[src/rtl/apb_req_arbiter.sv]
// Two-requester round-robin front end for an APB master: grant, latch, issue, wait, respond.
// Optional WAIT-state timeout is compiled in with `define APB_ARB_TIMEOUT_EN.
module apb_req_arbiter #(
    parameter int DATA_WIDTH     = 32,
    parameter int ADDR_WIDTH     = 32,
    parameter int STROBE_WIDTH   = 4,
    parameter int SLAVES_NUM     = 2,
    parameter int TIMEOUT_CYCLES = 255
) (
    input  logic                      CLK,
    input  logic                      RST,
    input  logic [1:0]                req,
    input  logic [2*ADDR_WIDTH-1:0]   req_addr,
    input  logic [2*DATA_WIDTH-1:0]   req_wdata,
    input  logic [1:0]                req_write,
    input  logic [2*SLAVES_NUM-1:0]   req_sel,
    input  logic [2*STROBE_WIDTH-1:0] req_strb,
    output logic [1:0]                ack,
    output logic [DATA_WIDTH-1:0]     rsp_rdata,
    output logic                      rsp_slverr,
    output logic                      busy,
    output logic                      m_Transfer,
    output logic [ADDR_WIDTH-1:0]     m_ADDR,
    output logic [DATA_WIDTH-1:0]     m_DATA,
    output logic                      m_WRITE,
    output logic [SLAVES_NUM-1:0]     m_SEL,
    output logic [STROBE_WIDTH-1:0]   m_STROB,
    output logic [2:0]                m_PROT,
    input  logic                      m_done,
    input  logic [DATA_WIDTH-1:0]     m_rdata,
    input  logic                      m_slverr
);

    typedef enum logic [1:0] {
        IDLE  = 2'd0,
        ISSUE = 2'd1,
        WAIT  = 2'd2,
        RESP  = 2'd3
    } state_t;

    if (TIMEOUT_CYCLES < 1) begin : g_timeout_range
        $error("TIMEOUT_CYCLES must be at least 1");
    end

    function automatic logic is_onehot(input logic [SLAVES_NUM-1:0] v);
        logic seen;
        logic multi;
        seen  = 1'b0;
        multi = 1'b0;
        for (int i = 0; i < SLAVES_NUM; i++) begin
            multi = multi | (seen & v[i]);
            seen  = seen | v[i];
        end
        return seen & ~multi;
    endfunction

    state_t                    state_r, state_nxt_s;
    logic                      last_grant_r, grant_r, grant_nxt_s, grant_valid_s;
    logic                      resp_load_s, resp_err_s;
    logic [DATA_WIDTH-1:0]     resp_data_s;
    logic [ADDR_WIDTH-1:0]     addr_mux_s;
    logic [DATA_WIDTH-1:0]     wdata_mux_s;
    logic [SLAVES_NUM-1:0]     sel_mux_s;
    logic [STROBE_WIDTH-1:0]   strb_mux_s;
    logic                      write_mux_s;

    logic [1:0]                ack_r;
    logic [DATA_WIDTH-1:0]     rsp_rdata_r;
    logic                      rsp_slverr_r, busy_r, m_transfer_r, m_write_r;
    logic [ADDR_WIDTH-1:0]     m_addr_r;
    logic [DATA_WIDTH-1:0]     m_data_r;
    logic [SLAVES_NUM-1:0]     m_sel_r;
    logic [STROBE_WIDTH-1:0]   m_strb_r;

    assign addr_mux_s  = grant_nxt_s ? req_addr[2*ADDR_WIDTH-1:ADDR_WIDTH]     : req_addr[ADDR_WIDTH-1:0];
    assign wdata_mux_s = grant_nxt_s ? req_wdata[2*DATA_WIDTH-1:DATA_WIDTH]    : req_wdata[DATA_WIDTH-1:0];
    assign sel_mux_s   = grant_nxt_s ? req_sel[2*SLAVES_NUM-1:SLAVES_NUM]      : req_sel[SLAVES_NUM-1:0];
    assign strb_mux_s  = grant_nxt_s ? req_strb[2*STROBE_WIDTH-1:STROBE_WIDTH] : req_strb[STROBE_WIDTH-1:0];
    assign write_mux_s = req_write[grant_nxt_s];

`ifdef APB_ARB_TIMEOUT_EN
    localparam int CNT_W = $clog2(TIMEOUT_CYCLES + 1);
    logic [CNT_W-1:0] wait_cnt_r;

    // Counts cycles spent in WAIT; cleared in every other state.
    always_ff @(posedge CLK or posedge RST) begin
        if (RST) begin
            wait_cnt_r <= {CNT_W{1'b0}};
        end else if (state_r == WAIT) begin
            wait_cnt_r <= wait_cnt_r + CNT_W'(1);
        end else begin
            wait_cnt_r <= {CNT_W{1'b0}};
        end
    end
`endif

    // Next-state, grant choice and response source selection.
    always_comb begin
        state_nxt_s   = state_r;
        grant_nxt_s   = grant_r;
        grant_valid_s = 1'b0;
        resp_load_s   = 1'b0;
        resp_err_s    = 1'b0;
        resp_data_s   = {DATA_WIDTH{1'b0}};
        case (state_r)
            IDLE: begin
                if (req != 2'b00) begin
                    grant_valid_s = 1'b1;
                    state_nxt_s   = ISSUE;
                    if (req[~last_grant_r]) begin
                        grant_nxt_s = ~last_grant_r;
                    end else begin
                        grant_nxt_s = last_grant_r;
                    end
                end else begin
                    state_nxt_s = IDLE;
                end
            end
            ISSUE: begin
                // A malformed select never reaches the bus; it is answered as an error.
                if (is_onehot(m_sel_r)) begin
                    state_nxt_s = WAIT;
                end else begin
                    state_nxt_s = RESP;
                    resp_load_s = 1'b1;
                    resp_err_s  = 1'b1;
                end
            end
            WAIT: begin
                if (m_done) begin
                    state_nxt_s = RESP;
                    resp_load_s = 1'b1;
                    resp_err_s  = m_slverr;
                    resp_data_s = m_rdata;
                end else begin
`ifdef APB_ARB_TIMEOUT_EN
                    if (wait_cnt_r == CNT_W'(TIMEOUT_CYCLES - 1)) begin
                        state_nxt_s = RESP;
                        resp_load_s = 1'b1;
                        resp_err_s  = 1'b1;
                    end else begin
                        state_nxt_s = WAIT;
                    end
`else
                    state_nxt_s = WAIT;
`endif
                end
            end
            RESP: begin
                state_nxt_s = IDLE;
            end
            default: begin
                state_nxt_s = IDLE;
            end
        endcase
    end

    // State, latched request fields and all registered outputs.
    always_ff @(posedge CLK or posedge RST) begin
        if (RST) begin
            state_r      <= IDLE;
            last_grant_r <= 1'b1;
            grant_r      <= 1'b0;
            ack_r        <= 2'b00;
            rsp_rdata_r  <= {DATA_WIDTH{1'b0}};
            rsp_slverr_r <= 1'b0;
            busy_r       <= 1'b0;
            m_transfer_r <= 1'b0;
            m_addr_r     <= {ADDR_WIDTH{1'b0}};
            m_data_r     <= {DATA_WIDTH{1'b0}};
            m_write_r    <= 1'b0;
            m_sel_r      <= {SLAVES_NUM{1'b0}};
            m_strb_r     <= {STROBE_WIDTH{1'b0}};
        end else begin
            state_r      <= state_nxt_s;
            busy_r       <= (state_nxt_s != IDLE);
            m_transfer_r <= grant_valid_s & is_onehot(sel_mux_s);
            if (grant_valid_s) begin
                grant_r   <= grant_nxt_s;
                m_addr_r  <= addr_mux_s;
                m_data_r  <= wdata_mux_s;
                m_write_r <= write_mux_s;
                m_sel_r   <= sel_mux_s;
                m_strb_r  <= strb_mux_s;
            end
            if (resp_load_s) begin
                ack_r        <= grant_r ? 2'b10 : 2'b01;
                rsp_rdata_r  <= resp_data_s;
                rsp_slverr_r <= resp_err_s;
            end else begin
                ack_r <= 2'b00;
            end
            if (state_r == RESP) begin
                last_grant_r <= grant_r;
            end
        end
    end

    assign ack        = ack_r;
    assign rsp_rdata  = rsp_rdata_r;
    assign rsp_slverr = rsp_slverr_r;
    assign busy       = busy_r;
    assign m_Transfer = m_transfer_r;
    assign m_ADDR     = m_addr_r;
    assign m_DATA     = m_data_r;
    assign m_WRITE    = m_write_r;
    assign m_SEL      = m_sel_r;
    assign m_STROB    = m_strb_r;
    assign m_PROT     = 3'b000;

endmodule

[config.mk]
export PLATFORM = sky130hd
export DESIGN_NAME = apb_req_arbiter
export DESIGN_NICKNAME = d
export VERILOG_FILES = /design/src/rtl/apb_req_arbiter.sv
export SDC_FILE = /design/constraint.sdc
export NUM_CORES = 1
export LEC_CHECK = 0
export ABC_AREA = 1
export BUFFER_PORTS_ARGS = -buffer_cell sky130_fd_sc_hd__clkbuf_2
export CORE_ASPECT_RATIO = 1.25
export CORE_MARGIN = 2
export CORE_UTILIZATION = 40
export DETAILED_ROUTE_END_ITERATION = 7
export GPL_ROUTABILITY_DRIVEN = 0
export PLACE_DENSITY = 0.75
export SKIP_LAST_GASP = 1
export SLEW_MARGIN = 25
export SYNTH_ARGS = -nofsm -noshare
export SYNTH_HDL_FRONTEND = slang
export SYNTH_SLANG_ARGS = --single-unit
[constraint.sdc]
create_clock -name CLK -period 5.4 [get_ports CLK]
set_clock_uncertainty 0.15 [all_clocks]
set_input_delay 0.54 -clock CLK [delete_from_list [all_inputs] [get_ports CLK]]
set_output_delay 0.54 -clock CLK [all_outputs]
set_load 0.02 [all_outputs]
==> results, run 1 <==
- The flow ran to the end, and the final reports show no timing, DRC or antenna violations.
- The global route total overflow is 0.
- Traced cell by cell, the critical path runs through inv_1 -> ha_1 -> o21ai_4 -> buf_4 -> clkinv_2 -> nand3_1 -> nand2_1 -> nand2_1 -> inv_1.
- The count of placed standard cells including taps is 998.
- For the pin with the worst max-slew slack, the measured transition is 886 ps.
- Post-CTS timing repair inserted 0 buffers for setup.
- The synthesis-to-finish area growth is 36.9%.
- The post-route non-filler standard cell count is 1015.
- The die covers 0.0131 sq mm.
- The tightest hold path in the finished design has a slack of 118 ps.
- In this run, CTS created clock tree buffers numbering 9.
- In the layout the commonest cells are sky130_fd_sc_hd__clkbuf_2 (287), sky130_fd_sc_hd__o21ai_0 (144), sky130_fd_sc_hd__nand2_1 (114), sky130_fd_sc_hd__dfrtp_1 (111), sky130_fd_sc_hd__nor2_1 (74).
- The combined flip-flop and latch cell area is 0.00280 sq mm.
- Cells fill between 50% and 60% of the core in the end.
- The origin of the critical flop-to-flop path is state_r[0].
- The post-route minimum period is 3160 ps.
- The tree is rooted in a sky130_fd_sc_hd__clkbuf_16.
- The type of the setup path with the least slack is flip-flop to flip-flop.
- The iteration count of the initial detailed-routing pass is 5.
- The peak per-stage delay on the critical path is 880 ps.
- The final HPWL from detailed placement is about 10 mm.
- The net count reported at finish is 1030.
- The share of layout cells above drive strength 1 is a little under two fifths.
- The critical path ends at m_Transfer.
- At the later pin of the worst-skew pair, clock insertion delay measures 340 ps.
- The die is ~130 um tall.
- After the first detailed-routing iteration, the DRC count stood at 232.
- The tightest slew margin relative to the limit is 40.9%.
- The endpoint arrival time on the critical path is 3250 ps.
- The launch point of the critical path is state_r[0].
- The deepest clock path buffer count is 2.
- The via density per instance is 4.75.
- Derived from the worst setup path, the maximum achievable clock frequency is 0.316 GHz.
- The quantity of hold-fixing buffers added after cts is 0.
- The first-pass GRT wire length is 21.4 mm.
- The floorplan step set the die width to 103 um.
- The number of cells on the worst reg-to-reg path is 9.
- The most frequent standard cell in the layout excluding fill and tap cells is sky130_fd_sc_hd__clkbuf_2.
- The post-route DRC violation count is 0.
- On the critical path, the stage with the largest delay is an instance of sky130_fd_sc_hd__clkinv_2.
- The starting utilization of the core area is 40.6%.
- The hold violation count in the final report came to 0.
- The synthesized design contains 112 register bits.
- The number of antenna violations at the first check in global routing is 1.
- The floorplan has 45 rows.
- CTS saw 112 sinks.
- The critical path runs through a total of 9 cells.
- The count of max-cap constraint violations is 0.
- The total buffers and inverters traversed by the critical path is 4.
- The classification of the worst-slack hold path is primary input to async pin.
- The detailed-route wire length per cell is 13.7 um.
- The worst path uses 58.6% of the clock period.
- The maximum vdd drop is about 0.00029 V.
- The number of failing setup endpoints in the final timing report is 0.
- The detail route stage leaves a number of antenna-violating nets equal to 0.
- The top-level port count is 291.
- Averaged over all synthesized cells, the footprint is 8.46 sq um.
- The final count of pins violating max slew is 0.
- The number of warning messages in the yosys log is 0.
- Power comes to 0.00398 W.
- The core area is between 0.01 and 0.015 sq mm.
- STA classifies the critical path endpoint as a flip-flop.
- Entering global routing, the biggest net connects 74 pins.
- Of all nets on the critical path, the largest fanout is 73.
- The worst register-to-register path has a setup slack of around 2200 ps.
- The cell family with the largest share of critical-path delay is buffers and inverters.
- Dividing total power by cell area gives a power density of 594 mW/mm^2.
- The post-cts repair resize count is 0.
- The critical path startpoint category is a flip-flop.
- The total negative slack is 0 ps.
- The overall routed net length is 13.9 mm.
- The netlist area before placement is around 0.0049 sq mm.
- The multi-input combinational cells in the finished layout cover a total of 0.00175 sq mm.
- The TritonCTS clock tree is yes.
- For this design the static power due to leakage is 3.72 nW.
- The CTS clock-pin slew for the worst setup and hold paths is 80 ps.
- The clock tree synthesis step divided the H-tree into 3 levels.
- The total routing usage reported by global routing is 20.6%.
- The sequential element share of the synthesized area is between 50% and 60%.
- Fill cells in the final layout number around 1200.
- The via count of the first global-routing pass is 4434.
- The post-synthesis instance total is ~580.
- The worst reg2reg path endpoint is m_Transfer.
- The number of different library cells used by synthesis comes to 19.
- The count of vias placed by the detailed router is just under 5000.
- Setup repair after global routing left no endpoint under its margin.
- At the worst endpoint, the required time is 5480 ps.
- Buffers placed on the I/O ports in this run total 287.
[where the power goes]
part	internal (W)	switching, W
clock	0.000364	0.000308
combinational	0.000584	0.00130
sequential	0.00122	0.000206
total	0.00217	0.00181
[per-stage QoR]
stage | worst slack, ps | instance area (sq um)
floorplan | 1750 | 4900
global placement | 2420 | 6390
detailed placement | 2570 | 6390
CTS | 2560 | 6690
global route | 1950 | 6700
finish | 2240 | 6700
[sequential cells by signal, summed over array words and instances, names as in the netlist]
| signal | cells |
|---|---|
| rsp_slverr | 1 |
| m_WRITE | 1 |
| state_r | 2 |
| grant_r | 1 |
| last_grant_r | 1 |
| m_Transfer | 1 |
| rsp_rdata | 32 |
| m_STROB | 4 |
| m_DATA | 32 |
| m_ADDR | 32 |
| ack | 2 |
| m_SEL | 2 |
| busy | 1 |
[how the worst min path moves through the flow]
stage	from	end	slack, ps	cells after the start
floorplan	grant_r	ack[0]	280	1
global placement	grant_r	ack[0]	290	1
detailed placement	grant_r	ack[0]	290	1
CTS	RST	m_ADDR[7]	140	2
global route	RST	m_ADDR[10]	180	2
finish	RST	m_ADDR[12]	120	2
[Yosys cell counts (all sizes together)]
cell    count  area [sq um]
clkbuf     19          71.3
dfstp       1          26.3
inv        47           176
o21ai     174           882
dfrtp     111          2780
nand2     116           438
or2         1          6.26
nor2       74           278
buf        18           110
nand3       9          50.1
ha          5          62.6
a21oi       3          15.0
conb        1          3.75
[logic make-up (layout without fill, tap and decap cells)]
kind of cell	count (synthesis)	count (layout)	share of synthesized area (%)
simple gates	200	200	15.8
compound gates	177	177	18.3
flops	112	112	57.3
buf+inv	84	353	7.31
fa+ha+maj	5	5	1.28
other cells	1	4	0.0766
[area by class of cell]
class                           instances  share of cell area (%)
Antenna cell                            1                  0.0373
Timing Repair Buffer                  290                    21.8
Clock buffer                            9                    3.36
Inverter                               47                    2.72
Multi-Input combinational cell        385                    26.1
Tap cell                              164                    3.06
Clock inverter                          7                    1.12
Sequential cell                       112                    41.8
[routing by layer]
layer  vias to the layer above  part of all wire (%)  track usage [%]
li1                       2384                     -                -
met1                      2221                    40             25.8
met2                       198                    50             34.3
met3                        19                   8.6             5.34
met4                         0                   1.7             7.35
met5                         -                     0                0
Power figures use the tool's default switching activity.
==> run 2, diff against run 1 <==
Settings changed: ABC_AREA 1 to 0.
Clock period 5.4 ns to 2.6 ns, I/O delays scaled along.
==> run 2 against run 1 <==
Count of clock-buffer cells in the layout up 3. Largest cell class unchanged. Critical path type unchanged. Synthesized area up 15%. Routed wire length up 28%.
==> results, run 2 <==
- The tightest slew margin relative to the limit is 60.3% (+19 points).
- The met1 demand-to-capacity share in global routing is 27.7% (+2.0 points).
- The final-layout worst hold slack is 6.90 ps (-111 ps).
- The number of CTS-inserted buffers was 9 (unchanged).
- The area used by multi-input combinational logic came to 0.00248 sq mm (+42%).
- Summed over all instances, the cell type with the most area after synthesis is sky130_fd_sc_hd__dfrtp_1.
- The number of flip-flops and latches in the synthesized netlist is 112 (unchanged).
- met2 is the most crowded layer.
- The final count of pins violating max slew came to 0 (unchanged).
- The number of input and output port buffers inserted is 287 (unchanged).
- The total power per unit cell area was 1280 mW/mm^2 (+120%).
- The worst reg2reg path endpoint is m_DATA[29].
- The library cell used most frequently in the layout, excluding fill and tap cells, is sky130_fd_sc_hd__clkbuf_2.
- The share of the core filled with cells came to 58.0% (+2.3 points).
- The global route total overflow came to 0 (unchanged).
- The reg-to-reg setup timing slack was 170 ps (-2060 ps).
- The number of enable-type register cells in the synthesized netlist was 0 (unchanged).
- The total routing usage reported by global routing is 23.3% (+2.7 points).
- The via density per instance was 5.21 (+9.7%).
- The worst hold path terminates at m_DATA[31].
- The via count of the first global-routing pass is 5593 (+26%).
- The share of synthesized registers carrying an async set or reset is 100% (unchanged).
- The post-synthesis instance total came to 634 (+9.5%).
- The classification of the worst-slack hold path is primary input to flip-flop.
- Counting instances, the worst hold path has a depth of 3.
- The worst endpoint required time is 2680 ps (-2800 ps).
- The horizontal die dimension is 110 um (+7.0%).
- The kind of end point of the critical path is a flip-flop.
- The hold violation count in the final report is 0 (unchanged).
- The maximum vdd drop is 0.000784 V (+170%).
- Walking the worst path, the cells encountered are inv_1 -> ha_2 -> nand2_2 -> buf_4 -> o21ai_0 -> a31oi_1 -> dlygate4sd3_1.
- The largest fanout on the critical path came to 16 (-78%).
- The overall routed net length came to 17.9 mm (+28%).
- By count the netlist is led by sky130_fd_sc_hd__dfrtp_1 (111), sky130_fd_sc_hd__nor2_1 (73), sky130_fd_sc_hd__a31oi_1 (71), sky130_fd_sc_hd__nand3_1 (70), sky130_fd_sc_hd__o21ai_0 (61).
- The largest net degree at the start of global routing is 77 (+4.1%).
- The launch instance of the worst min-delay path is req_wdata[31].
- The portion of synthesized cell area occupied by the leading cell type is 49.3% (-7.4 points).
- The vertical extent of the die was 137 um (+7.0%).
- The deepest clock path buffer count is 2 (unchanged).
- Ranked by total cell area, the synthesized netlist is headed by sky130_fd_sc_hd__dfrtp_1 (49%), sky130_fd_sc_hd__a31oi_1 (7.9%), sky130_fd_sc_hd__nand3_1 (6.2%).
- The final HPWL from detailed placement was 12.0 mm (+20%).
- The cell sitting at the root of the clock tree is a sky130_fd_sc_hd__clkbuf_16.
- The peak per-stage delay on the critical path is 570 ps (-310 ps).
- Setup repair after global routing left no endpoint under its margin.
- The core area is 0.0138 sq mm (+15%).
- The type of the setup path with the least slack is flip-flop to flip-flop.
- The post-route DRC violation count is 0 (unchanged).
- The met3 usage came to 6.00% (+0.66 points).
- The sequential element share of the synthesized area is 49.8% (-7.5 points).
- In this run the critical register-to-register path is launched from state_r[1].
- The total negative slack is 0 ps (unchanged).
- The most used flip-flop cell after synthesis is sky130_fd_sc_hd__dfrtp_1.
- The total buffers and inverters traversed by the critical path came to 3 (-1).
- The global routing usage on met2 is 40.9% (+6.6 points).
- The source-to-sink clock delay at the later pin of the worst-skew pair came to 340 ps (about the same).
- The TritonCTS clock tree is yes.
- The starting utilization of the core area is 40.8% (+0.13 points).
- STA classifies the critical path startpoint as a flip-flop.
- The overall die area is 0.0151 sq mm (+14%).
- The net count reported at finish is 1124 (+9.1%).
- The CTS clock-pin slew for the worst setup and hold paths came to 80 ps (about the same).
- The post-CTS setup-driven buffer insertion count was 0 (unchanged).
- For this design, the slowest cell found on the critical path is sky130_fd_sc_hd__dlygate4sd3_1.
- The number of antenna violations at the first check in global routing is 2 (+1).
- The run finished with clean final reports.
- The first-pass GRT wire length is 27.5 mm (+28%).
- The leakage power is 3.64 nW (-2.2%).
- The detailed-route wire length per cell is 15.9 um (+16%).
- The share of layout cells above drive strength 1 is 35.3% (-1.9 points).
- The combined flip-flop and latch cell area is 0.00280 sq mm (unchanged).
- The number of distinct library cells after synthesis came to 39 (+20).
- From synthesis to final layout, the design area changed by 42.2%.
- The number of warning messages in the yosys log came to 0 (unchanged).
- In this design, the largest share of critical-path delay is due to buffers and inverters.
- The floorplan row count is 48 (+6.7%).
- The endpoint arrival time on the critical path is 2500 ps (-750 ps).
- The total number of H-tree levels is 3 (unchanged).
- The top-level port count is 291 (unchanged).
- The count of vias placed by the detailed router is 5841 (+21%).
- The maximum clock frequency is 0.412 GHz (+30%).
- The share of the cycle needed by the critical path after routing was 93.4% (+35 points).
- The library cells used most frequently in the layout, excluding fill and tap cells, are sky130_fd_sc_hd__clkbuf_2 (287), sky130_fd_sc_hd__dfrtp_1 (111), sky130_fd_sc_hd__nor2_1 (73), sky130_fd_sc_hd__a31oi_1 (71), sky130_fd_sc_hd__nand3_1 (70).
- The number of nets still failing antenna checks after routing is 0 (unchanged).
- The number of fill cells is 1233 (+2.9%).
- The mean post-synth cell area was 8.88 sq um (+5.0%).
- The slew at the pin closest to its max-slew limit is 596 ps (-291 ps).
- The most common cell in the synthesized netlist is sky130_fd_sc_hd__dfrtp_1.
- The post-route minimum period was 2430 ps (-736 ps).
- The count of max-cap constraint violations is 0 (unchanged).
- The netlist area before placement is 0.00563 sq mm (+15%).
- The number of cells on the worst reg-to-reg path is 7 (-2).
- The number of failing setup endpoints in the final timing report is 0 (unchanged).
- The iteration count of the initial detailed-routing pass is 5 (unchanged).
- The number of design-rule violations left by the first detailed-router iteration is 426 (+84%).
- The number of sinks handled by clock tree synthesis is 112 (unchanged).
## run 2: final cells by class
type                       count  area share [%]
multi-input combinational    454            31.0
clock buffer                  12            3.08
tap                          175            2.73
timing repair buffer         358            27.2
clock inverter                 4           0.672
sequential                   112            35.0
antenna                        2          0.0625
inverter                       4           0.234
## run 2: worst max path at each step
stage | start | end | slack [ps] | cells past startpoint
floorplan | RST | ack[0] | 830 | 1
CTS | state_r[1] | m_ADDR[24] | 90 | 7
finish | state_r[1] | m_DATA[29] | 170 | 7
global placement | state_r[0] | rsp_rdata[23] | 430 | 5
global route | state_r[1] | m_DATA[29] | 30 | 7
detailed placement | state_r[0] | m_DATA[20] | 580 | 6
## run 2: per-stage QoR
| stage | worst slack [ps] | instances | instance area, sq um | total power, W |
|---|---|---|---|---|
| 3_3_place_gp | 434 | 1051 | 7170 | 0.00864 |
| 6_report | 173 | 1121 | 8010 | 0.0103 |
| 5_1_grt | 31.4 | 1119 | 8000 | 0.0111 |
| 3_5_place_dp | 578 | 1051 | 7180 | 0.00879 |
| 2_1_floorplan | 833 | 636 | 5640 | 0.00705 |
| 4_1_cts | 85.3 | 1119 | 8000 | 0.0103 |
## run 2: power breakdown
part	internal (W)	switching (W)	total, W
sequential	0.00262	0.000544	0.00317
clock	0.000778	0.000636	0.00141
combinational	0.00208	0.00360	0.00568
## run 2: cell families after synthesis
group / synth area share [%]
buf+inv: 6.67
compound gates: 23.1
simple gates: 18.4
fa+ha+maj: 1.11
flops: 49.8
mux: 0.378
xor+xnor: 0.467
other cells: 0.0666
## run 2: routing by layer
| layer | share of wire, % | vias to the layer above | wire length, um |
|---|---|---|---|
| li1 | - | 2861 | - |
| met1 | 39 | 2714 | 7010 |
| met2 | 50 | 245 | 8990 |
| met3 | 8.6 | 21 | 1540 |
| met4 | 1.7 | 0 | 306 |
| met5 | 0 | - | 0 |
## run 2: repair_timing
item	in CTS	in global routing
setup endpoints to repair	0	2
hold buffers	52	0
resized for setup	0	2
endpoints found under the hold margin	59	0
## run 2: worst min-delay path: cells and delay by family
kind	cells	cell delay (ps)
buffers and inverters	1	80
AND/OR/NAND/NOR	1	50
AO/OA/AOI/OAI	1	70
